File: config.mk
export PLATFORM = sky130hd
export DESIGN_NAME = aib_cfg_bcast_seq
export DESIGN_NICKNAME = d
export VERILOG_FILES = /design/src/rtl/aib_cfg_pkg.sv /design/src/rtl/aib_cfg_bus_arb.sv /design/src/rtl/aib_cfg_bcast_seq.sv
export SDC_FILE = /design/constraint.sdc
export NUM_CORES = 1
export LEC_CHECK = 0
export CAP_MARGIN = 10
export CORE_MARGIN = 2
export CORE_UTILIZATION = 38
export CTS_CLUSTER_SIZE = 8
export DETAILED_ROUTE_END_ITERATION = 8
export PLACE_DENSITY = 0.95
export SLEW_MARGIN = 20
export SYNTH_ARGS = -nofsm -noshare
export SYNTH_HDL_FRONTEND = slang
export SYNTH_SLANG_ARGS = --single-unit
File: constraint.sdc
create_clock -name i_clk -period 7 [get_ports i_clk]
set_input_delay 1.75 -clock i_clk [delete_from_list [all_inputs] [get_ports i_clk]]
set_output_delay 1.75 -clock i_clk [all_outputs]
set_load 0.01 [all_outputs]
File: src/rtl/aib_cfg_pkg.sv
// Shared constants and types for the AIB IO-config broadcast sequencer.
// Address layout of an IO config register: region [13:12], channel [11:9], io [8:2].
package aib_cfg_pkg;

  localparam int NumIo = 96;
  localparam int CFG_W = 9;

  localparam logic [1:0] REGION_IOB = 2'd2;
  localparam int REGION_LSB = 12;
  localparam int REGION_W   = 2;
  localparam int CH_LSB     = 9;
  localparam int CH_W       = 3;
  localparam int IO_LSB     = 2;
  localparam int IO_W       = 7;

  typedef enum logic [1:0] {
    IDLE = 2'd0,
    RUN  = 2'd1,
    DONE = 2'd2
  } seq_state_e;

  typedef enum logic [1:0] {
    NONE = 2'd0,
    DBG  = 2'd1,
    SEQ  = 2'd2
  } owner_e;

  function automatic logic [31:0] iob_addr(input logic [CH_W-1:0] ch, input logic [IO_W-1:0] io);
    logic [31:0] a;
    a = 32'd0;
    a[REGION_LSB +: REGION_W] = REGION_IOB;
    a[CH_LSB +: CH_W]         = ch;
    a[IO_LSB +: IO_W]         = io;
    return a;
  endfunction

endpackage

File: src/rtl/aib_cfg_bus_arb.sv
// 2:1 arbiter for the register bus: debug master has fixed priority, the
// owner is held from grant until the transaction completes.
module aib_cfg_bus_arb
  import aib_cfg_pkg::*;
(
  input  logic        i_clk,
  input  logic        i_rst_n,
  input  logic        i_dbg_penable,
  input  logic        i_dbg_pwrite,
  input  logic [31:0] i_dbg_paddr,
  input  logic [31:0] i_dbg_pwdata,
  output logic        o_dbg_pready,
  input  logic        i_seq_penable,
  input  logic        i_seq_pwrite,
  input  logic [31:0] i_seq_paddr,
  input  logic [31:0] i_seq_pwdata,
  output logic        o_seq_gnt,
  output logic        o_penable,
  output logic        o_pwrite,
  output logic [31:0] o_paddr,
  output logic [31:0] o_pwdata,
  input  logic        i_pready
);

  owner_e owner_r;
  owner_e owner_n;
  logic   dbg_gnt_s;
  logic   seq_gnt_s;

  // grant decode and bus mux
  always_comb begin
    dbg_gnt_s = 1'b0;
    seq_gnt_s = 1'b0;
    case (owner_r)
      DBG:  dbg_gnt_s = 1'b1;
      SEQ:  seq_gnt_s = 1'b1;
      NONE: begin
        if (i_dbg_penable) begin
          dbg_gnt_s = 1'b1;
        end else if (i_seq_penable) begin
          seq_gnt_s = 1'b1;
        end else begin
          dbg_gnt_s = 1'b0;
        end
      end
      default: begin
        dbg_gnt_s = 1'b0;
        seq_gnt_s = 1'b0;
      end
    endcase

    o_penable = 1'b0;
    o_pwrite  = 1'b0;
    o_paddr   = 32'd0;
    o_pwdata  = 32'd0;
    if (dbg_gnt_s) begin
      o_penable = i_dbg_penable;
      o_pwrite  = i_dbg_pwrite;
      o_paddr   = i_dbg_paddr;
      o_pwdata  = i_dbg_pwdata;
    end else if (seq_gnt_s) begin
      o_penable = i_seq_penable;
      o_pwrite  = i_seq_pwrite;
      o_paddr   = i_seq_paddr;
      o_pwdata  = i_seq_pwdata;
    end else begin
      o_penable = 1'b0;
    end

    // Owner sticks only across a stalled transfer; a completed one frees the bus.
    owner_n = NONE;
    if (o_penable && !i_pready) begin
      owner_n = dbg_gnt_s ? DBG : SEQ;
    end else begin
      owner_n = NONE;
    end
  end

  assign o_dbg_pready = dbg_gnt_s & i_pready;
  assign o_seq_gnt    = seq_gnt_s;

  // owner register
  always_ff @(posedge i_clk or negedge i_rst_n) begin
    if (!i_rst_n) begin
      owner_r <= NONE;
    end else begin
      owner_r <= owner_n;
    end
  end

endmodule

File: src/rtl/aib_cfg_bcast_seq.sv
// Broadcast configuration sequencer: expands one (channel mask, IO range, cfg)
// command into one register write per targeted IO, sharing the bus with dbg_port.
module aib_cfg_bcast_seq
  import aib_cfg_pkg::*;
#(
  parameter int NumChannels = 6,
  parameter int NumIo       = aib_cfg_pkg::NumIo
) (
  input  logic                   i_clk,
  input  logic                   i_rst_n,
  input  logic                   i_cmd_valid,
  output logic                   o_cmd_ready,
  input  logic [NumChannels-1:0] i_cmd_ch_mask,
  input  logic [6:0]             i_cmd_io_first,
  input  logic [6:0]             i_cmd_io_last,
  input  logic [8:0]             i_cmd_cfg,
  input  logic                   i_abort,
  output logic                   o_busy,
  output logic                   o_done,
  output logic                   o_err,
  input  logic                   i_dbg_penable,
  input  logic                   i_dbg_pwrite,
  input  logic [31:0]            i_dbg_paddr,
  input  logic [31:0]            i_dbg_pwdata,
  output logic                   o_dbg_pready,
  output logic [31:0]            o_dbg_prdata,
  output logic                   o_penable,
  output logic                   o_pwrite,
  output logic [31:0]            o_paddr,
  output logic [31:0]            o_pwdata,
  input  logic                   i_pready,
  input  logic [31:0]            i_prdata
);

  localparam logic [6:0] IO_MAX = 7'(NumIo - 1);

  seq_state_e             state_r, state_n;
  logic [2:0]             ch_r, ch_n;
  logic [6:0]             io_r, io_n;
  logic [6:0]             io_first_r, io_last_r;
  logic [NumChannels-1:0] mask_r;
  logic [CFG_W-1:0]       cfg_r;
  logic                   abort_pend_r, abort_pend_n;
  logic                   done_r, err_r, busy_r;

  logic        cmd_fire_s, cmd_bad_s, abort_seen_s, seq_gnt_s, seq_penable_s;
  logic [3:0]  first_ch_s, next_ch_s;
  logic [31:0] seq_paddr_s, seq_pwdata_s;

  // Returns {found, index} of the lowest set mask bit at or above 'from'.
  function automatic logic [3:0] scan_mask(input logic [NumChannels-1:0] mask, input int from);
    logic [3:0] res;
    res = 4'h0;
    for (int i = NumChannels - 1; i >= 0; i--) begin
      if (mask[i] && (i >= from)) res = {1'b1, 3'(i)};
    end
    return res;
  endfunction

  assign o_cmd_ready   = (state_r == IDLE);
  assign cmd_fire_s    = i_cmd_valid & o_cmd_ready;
  assign cmd_bad_s     = (i_cmd_ch_mask == '0) || (i_cmd_io_first > i_cmd_io_last) ||
                         (i_cmd_io_last > IO_MAX);
  assign first_ch_s    = scan_mask(i_cmd_ch_mask, 0);
  assign next_ch_s     = scan_mask(mask_r, int'(ch_r) + 1);
  assign abort_seen_s  = i_abort | abort_pend_r;
  assign seq_penable_s = (state_r == RUN);
  assign seq_paddr_s   = iob_addr(ch_r, io_r);
  assign seq_pwdata_s  = {23'd0, cfg_r};

  // next-state, channel/IO walk and abort handling
  always_comb begin
    state_n      = state_r;
    ch_n         = ch_r;
    io_n         = io_r;
    abort_pend_n = abort_pend_r;
    case (state_r)
      IDLE: begin
        abort_pend_n = 1'b0;
        if (cmd_fire_s && !cmd_bad_s) begin
          state_n = RUN;
          ch_n    = first_ch_s[2:0];
          io_n    = i_cmd_io_first;
        end else begin
          state_n = IDLE;
        end
      end
      RUN: begin
        if (seq_gnt_s && i_pready) begin
          if (abort_seen_s) begin
            state_n      = IDLE;
            abort_pend_n = 1'b0;
          end else if (io_r != io_last_r) begin
            io_n = io_r + 7'd1;
          end else if (next_ch_s[3]) begin
            ch_n = next_ch_s[2:0];
            io_n = io_first_r;
          end else begin
            state_n = DONE;
          end
        end else if (seq_gnt_s) begin
          // write in flight: remember the abort, finish the transfer first
          abort_pend_n = abort_seen_s;
        end else if (abort_seen_s) begin
          state_n      = IDLE;
          abort_pend_n = 1'b0;
        end else begin
          state_n = RUN;
        end
      end
      DONE:    state_n = IDLE;
      default: state_n = IDLE;
    endcase
  end

  // FSM, walk counters and status pulses
  always_ff @(posedge i_clk or negedge i_rst_n) begin
    if (!i_rst_n) begin
      state_r      <= IDLE;
      ch_r         <= 3'd0;
      io_r         <= 7'd0;
      abort_pend_r <= 1'b0;
      done_r       <= 1'b0;
      err_r        <= 1'b0;
      busy_r       <= 1'b0;
    end else begin
      state_r      <= state_n;
      ch_r         <= ch_n;
      io_r         <= io_n;
      abort_pend_r <= abort_pend_n;
      done_r       <= (state_n == DONE);
      err_r        <= cmd_fire_s & cmd_bad_s;
      busy_r       <= (state_n != IDLE);
    end
  end

  // command capture at accept
  always_ff @(posedge i_clk or negedge i_rst_n) begin
    if (!i_rst_n) begin
      mask_r     <= '0;
      io_first_r <= 7'd0;
      io_last_r  <= 7'd0;
      cfg_r      <= 9'd0;
    end else if (cmd_fire_s && !cmd_bad_s) begin
      mask_r     <= i_cmd_ch_mask;
      io_first_r <= i_cmd_io_first;
      io_last_r  <= i_cmd_io_last;
      cfg_r      <= i_cmd_cfg;
    end else begin
      mask_r     <= mask_r;
    end
  end

  assign o_done       = done_r;
  assign o_err        = err_r;
  assign o_busy       = busy_r;
  assign o_dbg_prdata = i_prdata;

  aib_cfg_bus_arb u_arb (
    .i_clk         (i_clk),
    .i_rst_n       (i_rst_n),
    .i_dbg_penable (i_dbg_penable),
    .i_dbg_pwrite  (i_dbg_pwrite),
    .i_dbg_paddr   (i_dbg_paddr),
    .i_dbg_pwdata  (i_dbg_pwdata),
    .o_dbg_pready  (o_dbg_pready),
    .i_seq_penable (seq_penable_s),
    .i_seq_pwrite  (1'b1),
    .i_seq_paddr   (seq_paddr_s),
    .i_seq_pwdata  (seq_pwdata_s),
    .o_seq_gnt     (seq_gnt_s),
    .o_penable     (o_penable),
    .o_pwrite      (o_pwrite),
    .o_paddr       (o_paddr),
    .o_pwdata      (o_pwdata),
    .i_pready      (i_pready)
  );

endmodule
==> summary.txt <==
Critical path
  • Setup crit end kind: output pin
  • CP required: between 5 and 6 ns
  • Critical path type: input port to output pin
  • Crit path DAT: just over 4 ns
  • Crit path launch type: input port
  • Worst Path Max Fanout: 14
  • Worst reg2reg setup slack: between 4 and 5 ns

Power
  • Power after layout: between 1000 and 1500 uW
  • P_leak: 0.00212 uW
  • Worst ir drop on vdd: 133 uV
  • Pwr Density: 290 nW/um^2

Final layout
  • Syn-to-layout area delta: 49.9%
  • Register area: around 1200 um^2
  • Share of layout cells above drive strength 1: 0.0905
  • # fillers: between 700 and 800
  • ANT cells: 0
  • Multi-input logic area: 1770 um^2
  • Nets: about 630

Routing
  • Final ANT Viol Nets: 0
  • Met3 routed WL: roughly 700 um
  • WL met2: 5180 um
  • DR vias: 3048
  • Wire per inst: 17.9 um
  • Initial DRT Pass Iterations: 4
  • DRC viols: 0
  • Drt first-iter violations: approximately 200
  • DRT met1 WL: about 4600 um
  • Final wirelength: about 11000 um
  • Top sig layer: met4
  • Drt via density: 5.16

STA
  • Worst hold slack: a little over 0.5 ns
  • RSZ-0062 raised after global routing: false
  • Worst Skew: around 0.0070 ns
  • Final Hold Vio Count: 0
  • Setup TNS: 0 ns
  • Final critical-path share of the clock period: 0.842
  • Max Slew Vio Count: 0
  • Final setup viols: 0
  • Max-Slew Margin vs Limit: 0.438
  • Final Critical Period: between 5 and 6 ns
  • Worst slew pin tran: ~0.84 ns
  • Fmax: about 170 MHz

Placement
  • RePlAce Congestion: 0.842
  • Dpl hpwl: between 8000 and 9000 um
  • Port bufs: 170

Synthesis
  • Area contributors post-synth: dfrtp_1 36%, mux2_2 9.2%, and2_1 8.7%, buf_4 7.7%, a22o_1 5.0%
  • Post-Synth XOR/XNOR Area: 0.0345
  • Synth warn: 0
  • Post-synthesis mux area share: 0.124
  • Syn Nets: between 400 and 500
  • Synth top cells by count: 47 x dfrtp_1, 46 x and2_1, 34 x buf_4
  • Yosys reg bits: 47
  • Most numerous cell in the Yosys netlist: dfrtp_1
  • Distinct cells, synth: 44
  • Synthesized cell area: between 3000 and 4000 um^2
  • Synth Instances: between 300 and 400
  • Synth Area in Adders: 0.0341
  • Main combinational cell family by area after synthesis: simple AND/OR/NAND/NOR gates
  • Ys flop type: dfrtp_1
  • Complex-gate fraction of the synthesized area: 0.152
  • Sequential element share of the synthesized area: 0.356
  • Synth Area in Simple Gates: 0.190
  • Area leader, netlist: dfrtp_1
  • Synthesized area per cell: ~9.3 um^2
  • Top cell type's share of synthesized area: 0.356
  • Post-synth EDFFs: 0
  • Async S/R FF share, synth: 1.00

Global routing
  • Vias in the first global route: roughly 3200
  • First-pass GRT wire length: around 17000 um
  • Initial antenna violation count: 0
  • Gr ovfl total: 0
  • Largest net degree at the start of global routing: between 50 and 60
  • Total GRT Usage: 0.218

Hold path
  • Worst min-delay path category: register to register

Clock tree
  • Clock buffer depth: 2
  • Root buffer cell: clkbuf_8
  • CTS tree: done
  • Clk sinks: 47
  • CTS Buf Count: 5
  • # resized after CTS: 0
  • Worst-path clk slew: 0.08 ns
  • Hold buffers post-CTS: 0
  • Clk Latency, worst-skew pair: about 0.3 ns
  • Post-CTS Setup Bufs: 0
  • Clock H-tree levels: 2

Floorplanning
  • Die Height: a little under 100 um
  • Die Width: roughly 97 um
  • Core area: about 8300 um^2
  • Top Ports: between 200 and 250
  • Starting Density: 0.398
  • Total die area: roughly 9400 um^2
  • Core Rows: 33

Status
  • Run status: completed

Run
  • Max-Cap Viols: 0
==> worst paths after layout <==
path,startpoint,endpoint,cells after the start
worst max-delay path,i_dbg_penable,o_pwdata[0],6
min in group asynchronous,i_rst_n,mask_r[1]$_DFFE_PN0P_,1
worst min-delay path,io_first_r[0]$_DFFE_PN0P_,io_first_r[0]$_DFFE_PN0P_,2
max in group asynchronous,i_rst_n,io_r[4]$_DFFE_PN0P_,1
worst max register to register,io_r[2]$_DFFE_PN0P_,ch_r[1]$_DFFE_PN0P_,6
worst min register to register,io_first_r[0]$_DFFE_PN0P_,io_first_r[0]$_DFFE_PN0P_,2
==> kinds of logic (layout without fill, tap and decap cells) <==
logic type                 after synthesis  in the layout
AOI/OAI and AO/OA                       69             69
muxes                                   37             37
adders and majority gates                9              9
buffers and inverters                   62            193
xor gates and xnor gates                13             13
and+or+nand+nor                        118            118
DFF                                     47             47
==> through the flow <==
step                      instance area (um^2)  setup slack [ns]  std cells  utilization
final                                     4940              1.11        591        0.596
after floorplan                           3300              2.44        355            -
after global placement                    4840              1.19        583        0.583
after global routing                      4940             0.981        591        0.596
after CTS                                 4940              1.07        591        0.596
after detailed placement                  4840              1.07        583        0.583
==> per-layer routing <==
layer	global-route usage	up-vias
met4	0.0553	0
met5	0	-
li1	-	1454
met3	0.0518	27
met1	0.290	1464
met2	0.357	103
==> registers in the layout, indices dropped and copies added (netlist names) <==
signal and cells:
cfg_r 9, o_busy 1, mask_r 6, o_err 1
state_r 2, io_r 7, u_arb.owner_r 2, o_done 1
ch_r 3, io_first_r 7, io_last_r 7, abort_pend_r 1
==> where the power goes <==
part	leakage (uW)	internal [uW]	switching (uW)
registers	0.000576	386	119
clock network	0.0000515	90.1	85.2
logic	0.00149	417	334
total	0.00212	894	538
==> final cells by class <==
class                   count  area share
inverters                  12     0.00911
flip-flops and latches     47       0.238
repair buffers            173       0.348
well taps                 105      0.0266
multi-input cells         246       0.358
clock buffers               8      0.0202
==> critical path, cell delays in order <==
cell and delay (ns):
clkdlybuf4s50_1 0.46, or3b_1 0.38, a21oi_2 0.52, buf_4 0.32
a22o_1 0.15, clkdlybuf4s50_1 0.55
==> cell usage in the layout (no fill, tap or decap), types with 4 or more instances in the layout <==
cell type,n
clkdlybuf4s50_1,169
dfrtp_1,47
and2_1,46
nand2_1,28
mux2_2,27
o21ai_0,20
a22o_1,19
nor2_1,15
inv_1,12
a21oi_1,9
ha_1,9
xor2_1,7
mux2i_1,7
clkbuf_8,7
xnor2_1,6
nand3_1,6
and3_1,6
buf_4,4
Note: power is estimated with default switching activity, not from simulation.
